[src/rtl/kernel_coef_bank.sv]
// kernel_coef_bank
//   Multi-kernel coefficient store for the video convolution path. It holds
//   NKERN kernels of KSIZE x KSIZE unsigned CW-bit coefficients. A start
//   request streams the selected kernel one row per beat over valid/ready.
//
// Ports
//   clk, rst_n           clock (rising edge), async active-low reset
//   start, sel           stream request and kernel index (sampled in IDLE)
//   busy                 high while a kernel stream is in flight
//   row_valid/row_ready  row handshake
//   row_idx, row_last    current row number, high on the final row
//   row_data             packed row, column 0 in the MSBs
//   wr_en, wr_kern,      runtime row reload; present only when the
//   wr_row, wr_data      KERN_WR_EN macro is defined
//
// Optional feature macro: KERN_WR_EN (undefined = read-only initial contents)
module kernel_coef_bank #(
   parameter int KSIZE = 5,
   parameter int CW    = 8,
   parameter int NKERN = 4,
   localparam int RW   = $clog2(KSIZE),
   localparam int SW   = $clog2(NKERN)
) (
   input  logic                clk,
   input  logic                rst_n,
   input  logic                start,
   input  logic [SW-1:0]       sel,
   output logic                busy,
   output logic                row_valid,
   input  logic                row_ready,
   output logic [RW-1:0]       row_idx,
   output logic                row_last,
`ifdef KERN_WR_EN
   input  logic                wr_en,
   input  logic [SW-1:0]       wr_kern,
   input  logic [RW-1:0]       wr_row,
   input  logic [KSIZE*CW-1:0] wr_data,
`endif
   output logic [KSIZE*CW-1:0] row_data
);

   localparam int RDW   = KSIZE*CW;
   localparam int NROWS = NKERN*KSIZE;
   localparam int AW    = $clog2(NROWS);

   typedef enum logic {IDLE, STREAM} state_t;

   // Configuration-time contents. The 5x5/8-bit build carries the filter
   // set; any other geometry (and kernels 4 and up) defaults to identity.
   function automatic logic [RDW-1:0] init_row(input int k, input int r);
      logic [RDW-1:0] v;
      v = '0;
      if (KSIZE == 5 && CW == 8 && k < 4) begin
         case (k)
            0: begin
               case (r)
                  0, 4:    v = RDW'(40'h0103040301);
                  1, 3:    v = RDW'(40'h030c130c03);
                  default: v = RDW'(40'h0413201304);
               endcase
            end
            1:       if (r == 2) v = RDW'(40'h0000010000);
            2:       v = RDW'(40'h0101010101);
            default: v = '0;
         endcase
      end else if (r == KSIZE/2) begin
         v[(KSIZE-1-KSIZE/2)*CW] = 1'b1;
      end
      return v;
   endfunction

   logic [NROWS-1:0][RDW-1:0] rows;

`ifdef KERN_WR_EN
   logic [AW-1:0] wr_addr;
   logic          wr_ok;

   // Rows beyond KSIZE-1 would alias into the next kernel, so drop them.
   assign wr_addr = AW'(wr_kern)*AW'(KSIZE) + AW'(wr_row);
   assign wr_ok   = rst_n && wr_en && (int'(wr_row) < KSIZE);
`endif

   for (genvar i = 0; i < NROWS; i++) begin : g_row
`ifdef KERN_WR_EN
      // Storage carries a power-up value and is deliberately outside reset.
      logic [RDW-1:0] coef_q = init_row(i/KSIZE, i%KSIZE);
      logic [RDW-1:0] coef_d;

      always_comb begin
         coef_d = coef_q;
         if (wr_ok && wr_addr == AW'(i)) coef_d = wr_data;
      end

      always_ff @(posedge clk) coef_q <= coef_d;

      assign rows[i] = coef_q;
`else
      assign rows[i] = init_row(i/KSIZE, i%KSIZE);
`endif
   end

   state_t          state_q, state_d;
   logic [SW-1:0]   kern_q, kern_d;
   logic [RW-1:0]   row_idx_q, row_idx_d;
   logic [RDW-1:0]  row_data_q, row_data_d;
   logic            row_valid_q, row_valid_d;
   logic            busy_q, busy_d;
   logic [AW-1:0]   rd_addr;

   assign row_last = row_valid_q && (row_idx_q == RW'(KSIZE-1));

   // Fetches read the storage before any same-edge write lands, so a
   // coinciding write is seen only on the next fetch of that row.
   always_comb begin
      state_d     = state_q;
      kern_d      = kern_q;
      row_idx_d   = row_idx_q;
      row_data_d  = row_data_q;
      row_valid_d = row_valid_q;
      busy_d      = busy_q;
      rd_addr     = AW'(kern_q)*AW'(KSIZE) + AW'(row_idx_q) + AW'(1);
      case (state_q)
         IDLE: begin
            if (start) begin
               kern_d      = sel;
               rd_addr     = AW'(sel)*AW'(KSIZE);
               row_data_d  = rows[rd_addr];
               row_idx_d   = '0;
               row_valid_d = 1'b1;
               busy_d      = 1'b1;
               state_d     = STREAM;
            end
         end
         default: begin
            if (row_valid_q && row_ready) begin
               if (row_last) begin
                  // row_data keeps the final row after the stream ends
                  row_valid_d = 1'b0;
                  busy_d      = 1'b0;
                  row_idx_d   = '0;
                  state_d     = IDLE;
               end else begin
                  row_idx_d  = row_idx_q + RW'(1);
                  row_data_d = rows[rd_addr];
               end
            end
         end
      endcase
   end

   always_ff @(posedge clk or negedge rst_n) begin
      if (!rst_n) begin
         state_q     <= IDLE;
         kern_q      <= '0;
         row_idx_q   <= '0;
         row_data_q  <= '0;
         row_valid_q <= 1'b0;
         busy_q      <= 1'b0;
      end else begin
         state_q     <= state_d;
         kern_q      <= kern_d;
         row_idx_q   <= row_idx_d;
         row_data_q  <= row_data_d;
         row_valid_q <= row_valid_d;
         busy_q      <= busy_d;
      end
   end

   assign busy      = busy_q;
   assign row_valid = row_valid_q;
   assign row_idx   = row_idx_q;
   assign row_data  = row_data_q;

endmodule
[config.mk]
export PLATFORM = sky130hd
export DESIGN_NAME = kernel_coef_bank
export DESIGN_NICKNAME = d
export VERILOG_FILES = /design/src/rtl/kernel_coef_bank.sv
export SDC_FILE = /design/constraint.sdc
export NUM_CORES = 1
export LEC_CHECK = 0
export BUFFER_PORTS_ARGS = -buffer_cell sky130_fd_sc_hd__buf_2
export CORE_MARGIN = 1
export CORE_UTILIZATION = 44
export CTS_BUF_LIST = sky130_fd_sc_hd__clkbuf_4
export DETAILED_ROUTE_END_ITERATION = 16
export PLACE_DENSITY = 0.84
export REMOVE_ABC_BUFFERS = 1
export SLEW_MARGIN = 40
export SYNTH_ARGS = -nofsm -noshare
export SYNTH_HDL_FRONTEND = slang
export SYNTH_SLANG_ARGS = --single-unit
[constraint.sdc]
create_clock -name clk -period 2.4 [get_ports clk]
set_input_delay 0.12 -clock clk [delete_from_list [all_inputs] [get_ports clk]]
set_output_delay 0.12 -clock clk [all_outputs]
set_load 0.02 [all_outputs]
==> metrics.txt, run 1 <==
status completed; clock power share 11.0%; Tightest Pin Transition 0.535 ns; Starting Density 46.7%; die height 53.3 um; sw power 0.564 mW; number of warning messages in the yosys log 0; Reg power frac 26.0%; synth top area cells dfrtp_1 30%, buf_4 22%, ha_1 8.6%, mux2_2 2.9%, a221o_1 2.6%; Wirelength per Cell 12.6 um; htree depth 1; Yosys reg bits 14; CP required 2.57 ns; sequential area share after synthesis 30.3%; critical path class reg2reg; count of final hold-check violations 0; Max VDD drop 0.621 mV; Max transition margin 64.3%; std cell rows 18; final-report setup violation count 0; post-route setup TNS 0 ns; gpl congestion 0.880; switching share of power 45.4%; CP Launch Type register; Worst Hold Class in2reg; GRT Total Usage 16.3%; post-synth cell types 37; syn_area_per_cell 9.33 um^2; leading area contributor after synthesis dfrtp_1; initial antenna violation count 0; Fillers 231; Clock Path Buffers 2; Overflow after GRT 0; clk_lat worst skew 0.28 ns; vias in the first global route 759; # port buffers 32; DRC violations left 0; CTS Root Cell clkbuf_4; worst hold slack 0.0939 ns; Routed Antenna Nets 0; max-slew violations 0; area share of the largest cell type after synthesis 30.3%; Clock transition at path regs 0.09 ns; CTS Sinks 14; Power Dens Cells 965 nW/um^2; critical path peak fanout 3; 1st-iter DRT viols 9; nets@finish 167; Internal 0.679 mW; Num CTS Buffers 3; max cap viols 0; TritonCTS clock tree built; layout cell share with drive strength beyond 1 39.3%; CP Cell Sequence ha_4, inv_1, fa_2, xor2_2, nor2_2, nand2_2, mux2_4, a221o_1; n_diodes 0; cell count after synthesis 124; I/O pin total 52; synthesized cell area 1160 um^2; Layout area overhead 11.4%; via count 883; arrival time worst endpoint 2.51 ns; Fin Clk Skew 0.000757 ns; DRT Wirelength 2.26 mm; Pleak 0.720 nW; Max stage delay on crit path 0.45 ns; CP max-delay cell fa_2; global-route wire length before repair 3.33 mm; Peak Freq 426 MHz; die area 2840 um^2; final core occ 52.0%; clock period minus worst slack 2.34 ns; core area 2480 um^2; hpwl dp 1.70 mm; fin crit share 97.7%; Crit. End Element register; pin count of the biggest net entering global routing 15; Detailed Routing Iterations Pass 1 4; DIE WIDTH 53.3 um; via/cell ratio 4.91; Comb pwr share 62.9%
[synthesized netlist by cell type]
cell type,number
a31oi_1,2
conb_1,1
a21bo_2,1
a21o_1,2
buf_1,1
xor2_1,1
a21boi_2,1
nand4b_1,1
o21ai_0,5
nor2b_1,1
a22o_1,2
nor3b_1,1
fa_1,1
a21boi_0,1
and3_1,2
dfrtp_1,14
xnor2_1,1
a211o_1,1
ha_1,8
o21a_1,1
a21oi_1,4
nor2_1,8
nor4_1,2
mux2_4,1
mux2_2,3
nor3_1,2
buf_4,34
xnor2_2,1
nand3_1,2
a221o_1,3
nand4_1,1
a21o_2,1
nor4b_1,1
a21oi_2,1
buf_2,1
nand2_1,6
inv_1,5
[critical path: cells and delay by family (launching register included)]
| kind | cells | cell delay (ns) |
|---|---|---|
| AND/OR/NAND/NOR | 2 | 0.23 |
| XOR/XNOR | 1 | 0.19 |
| flip-flops | 1 | 0.43 |
| buffers and inverters | 1 | 0.06 |
| adder cells (fa/ha/maj) | 2 | 0.74 |
| AO/OA/AOI/OAI | 1 | 0.33 |
| multiplexers | 1 | 0.27 |
[layout make-up]
class                      instances  area, um^2  area share [%]
sequential                        14         350            27.2
inverter                           5        18.8            1.46
clock buffer                       3        22.5            1.75
timing repair buffer              41         230            17.9
tap                               30        37.5            2.91
multi-input combinational         87         629            48.8
[stage by stage]
step | setup WS, ns | cell area [um^2] | instances | power (mW)
final | 0.0553 | 1290 | 180 | 1.24
after global routing | -0.0114 | 1290 | 180 | 1.34
after detailed placement | -0.00133 | 1200 | 173 | 1.03
after floorplan | 0.000241 | 961 | 106 | 0.809
after CTS | 0.0498 | 1230 | 177 | 1.18
after global placement | 0.134 | 1200 | 173 | 1.00
[power by group through the flow]
stage | sequential (mW) | combinational (mW) | clock [mW]
finish | 0.324 | 0.782 | 0.137
floorplan | 0.456 | 0.353 | 0
detailed placement | 0.328 | 0.703 | 0
CTS | 0.323 | 0.713 | 0.140
global route | 0.333 | 0.860 | 0.150
global placement | 0.321 | 0.680 | 0
[placed cells by master (no fill, tap or decap), drive strengths merged, types with 2 or more instances in the layout]
| master | n |
|---|---|
| ha | 8 |
| a21oi | 5 |
| nand2 | 6 |
| a21o | 3 |
| nand3 | 2 |
| buf | 40 |
| nor2 | 8 |
| a221o | 3 |
| mux2 | 4 |
| and3 | 2 |
| a21boi | 2 |
| nor3 | 2 |
| conb | 19 |
| nor4 | 2 |
| o21ai | 5 |
| xnor2 | 2 |
| a22o | 2 |
| dfrtp | 14 |
| a31oi | 2 |
| inv | 5 |
| clkbuf | 3 |
[final timing paths]
| path | from | endpoint | slack, ns | depth (start not counted) |
|---|---|---|---|---|
| max in group asynchronous | rst_n | row_idx[0]$_DFFE_PN0P_ | 1.90 | 2 |
| setup / recovery | kern_q[1]$_DFFE_PN0P_ | row_data[16]$_DFFE_PN0P_ | 0.06 | 8 |
| hold / removal | start | row_idx[2]$_DFFE_PN0P_ | 0.09 | 2 |
| setup reg to reg | kern_q[1]$_DFFE_PN0P_ | row_data[16]$_DFFE_PN0P_ | 0.06 | 8 |
| min in group asynchronous | rst_n | row_data[32]$_DFFE_PN0P_ | 0.26 | 2 |
| hold reg to reg | row_data[25]$_DFFE_PN0P_ | row_data[25]$_DFFE_PN0P_ | 0.51 | 1 |
[state kept, by name, indices dropped and copies added, names as in the netlist]
name,flops
busy,1
kern_q,2
row_data,7
row_idx,3
state_q,1
[per-layer routing]
metal / global-route usage (%) / vias up / wire (um)
li1: - / 433 / -
met5: 0 / - / 0
met3: 3.45 / 2 / 114
met2: 28.3 / 39 / 1150
met1: 20.2 / 409 / 987
met4: 3.95 / 0 / 10
[logic make-up after synthesis]
group	Yosys count	share of synthesized area, %
other	1	0.324
flip-flops	14	30.3
AND/OR/NAND/NOR	27	11.7
buffers and inverters	41	24.4
multiplexers	4	4.22
adder cells (fa/ha/maj)	9	10.4
AO/OA/AOI/OAI	25	15.8
XOR/XNOR	3	2.92
[timing repair]
item / 4_1_cts / 5_1_grt
pin swaps: 0 / 3
setup endpoints to repair: 1 / 1
hold endpoints to repair: 14 / 0
gates resized for setup: 1 / 6
hold buffers: 1 / 0
setup buffers: 0 / 3
Power figures use the tool's default switching activity.
==> run 2: changes to the inputs <==
--- a/config.mk
+++ b/config.mk
@@ -7,10 +7,10 @@
 export LEC_CHECK = 0
 export BUFFER_PORTS_ARGS = -buffer_cell sky130_fd_sc_hd__buf_2
 export CORE_MARGIN = 1
-export CORE_UTILIZATION = 44
+export CORE_UTILIZATION = 48
 export CTS_BUF_LIST = sky130_fd_sc_hd__clkbuf_4
 export DETAILED_ROUTE_END_ITERATION = 16
-export PLACE_DENSITY = 0.84
+export PLACE_DENSITY = 0.87
 export REMOVE_ABC_BUFFERS = 1
 export SLEW_MARGIN = 40
 export SYNTH_ARGS = -nofsm -noshare
==> constraint.sdc (replaced) <==
create_clock -name clk -period 2.31 [get_ports clk]
set_input_delay 0.1155 -clock clk [delete_from_list [all_inputs] [get_ports clk]]
set_output_delay 0.1155 -clock clk [all_outputs]
set_load 0.02 [all_outputs]
==> run 2 against run 1 <==
Against the previous run:
- clock skew up 0.0089 ns
- clock power up 4%
- core utilization up 5.3 points
- design area down 0.68%
- sequential share of layout area up 0.19 points
- final cell count down 0.56%
- routed wire length up 7.6%
- via count up 6.8%
- first-iteration DRC count up 89%
- power up 4.7%
- non-clock buffer count up 1
- combinational power up 5.0%
==> metrics.txt, run 2 (synthesized netlist as in run 1, its figures left out) <==
Crit. End Element register; hpwl dp 1.87 mm; vias in the first global route 824; status completed; most frequent cells in the layout 32 x buf_2, 19 x conb_1, 14 x dfrtp_1, 9 x buf_4, 8 x nor2_1; CTS Root Cell clkbuf_4; FF+latch area 350 um^2; Worst Hold Class in2reg; Num CTS Buffers 3; max reg flops 7; die height 51.1 um; Wirelength per Cell 13.6 um; via/cell ratio 5.27; Max VDD drop 0.603 mV; std cell rows 17; nets@finish 168; Routed Antenna Nets 0; layout cell share with drive strength beyond 1 38.4%; Fillers 194; critical path peak fanout 3; GRT Total Usage 19.6%; via count 943; I/O pin total 52; commonest non-fill, non-tap cell in the layout buf_2; die area 2610 um^2; design area 1280 um^2; # port buffers 32; Reg power frac 25.9%; TritonCTS clock tree built; Fin Clk Skew 0.00967 ns; RSZ-0062 raised after global routing true; CTS Sinks 14; switching share of power 45.2%; final core occ 57.3%; sw power 0.589 mW; htree depth 1; footprint of the multi-input gates 616 um^2; Clock Path Buffers 2; Overflow after GRT 0; Power Dens Cells 1020 nW/um^2; Clock transition at path regs 0.09 ns; Pwr Total 1.30 mW; clock period minus worst slack 2.25 ns; clock power share 11.0%; Tightest Pin Transition 0.567 ns; n_diodes 0; max-slew violations 0; Max transition margin 62.2%; Layout area overhead 10.6%; DRC violations left 0; worst hold slack 0.0832 ns; post-route insts no fill 179; Peak Freq 444 MHz; Post-DP Area 1220 um^2; global-route wire length before repair 3.72 mm; Internal 0.712 mW; critical path class reg2reg; Detailed Routing Iterations Pass 1 4; arrival time worst endpoint 2.41 ns; CP Launch Type register; max cap viols 0; Comb pwr share 63.1%; fin crit share 97.5%; 1st-iter DRT viols 17; DRT Wirelength 2.43 mm; Starting Density 51.8%; Pleak 0.718 nW; pin count of the biggest net entering global routing 15; final-report setup violation count 0; clk_lat worst skew 0.28 ns; core area 2230 um^2; count of final hold-check violations 0; placed instance count 174; initial antenna violation count 0; gpl congestion 0.847; DIE WIDTH 51.1 um; CP required 2.47 ns
==> run 2: area by class of cell <==
class	count	area share [%]
timing repair buffer	42	18.6
inverter	5	1.47
tap	28	2.74
multi-input combinational	87	48.1
clock buffer	3	1.76
sequential	14	27.4
==> run 2: what timing repair did <==
item	in CTS	in global routing
buffers inserted	1	0
hold buffers	1	0
endpoints found under the hold margin	14	0
endpoints found under the setup margin	2	6
pin swaps	2	2
resized for setup	1	5
==> run 2: path summary, 6_finish.rpt <==
check | from | end | slack, ns | depth (start not counted)
max reg2reg | kern_q[1]$_DFFE_PN0P_ | row_data[16]$_DFFE_PN0P_ | 0.06 | 8
min reg2reg | row_data[25]$_DFFE_PN0P_ | row_data[25]$_DFFE_PN0P_ | 0.52 | 1
min in group asynchronous | rst_n | row_data[33]$_DFFE_PN0P_ | 0.26 | 2
max | kern_q[1]$_DFFE_PN0P_ | row_data[16]$_DFFE_PN0P_ | 0.06 | 8
min | start | row_idx[2]$_DFFE_PN0P_ | 0.08 | 2
max in group asynchronous | rst_n | row_data[25]$_DFFE_PN0P_ | 1.80 | 2
==> run 2: power groups by stage <==
stage | Sequential, mW | Clock [mW] | Combinational (mW)
after floorplan | 0.474 | 0 | 0.367
after global placement | 0.335 | 0 | 0.751
after detailed placement | 0.339 | 0 | 0.781
after CTS | 0.333 | 0.143 | 0.800
after global routing | 0.345 | 0.162 | 0.882
final | 0.337 | 0.143 | 0.821
==> run 2: layer usage <==
layer / routed length, um / part of all wire [%] / global-route usage [%] / vias up
met5: 0 / 0 / 0 / -
met4: 20 / 0.82 / 9.72 / 0
met3: 144 / 5.9 / 3.57 / 2
met2: 1250 / 51 / 34.6 / 49
met1: 1020 / 42 / 22.3 / 456
li1: - / - / - / 436
==> run 2: critical path, cell delays in order, from the launching register on <==
cell and delay, ns:
dfrtp_1 0.43, ha_4 0.29, inv_1 0.05, fa_2 0.36, xor2_1 0.17, nor2_1 0.14, nand2_1 0.11, mux2_4 0.26
a221o_1 0.32
==> run 2: per-stage QoR <==
step,worst slack (ns),setup TNS [ns]
after floorplan,-0.0898,-0.127
after global placement,0.0577,0
after detailed placement,-0.0536,-0.0664
after CTS,0.000407,0
after global routing,-0.0234,-0.0234
final,0.0586,0
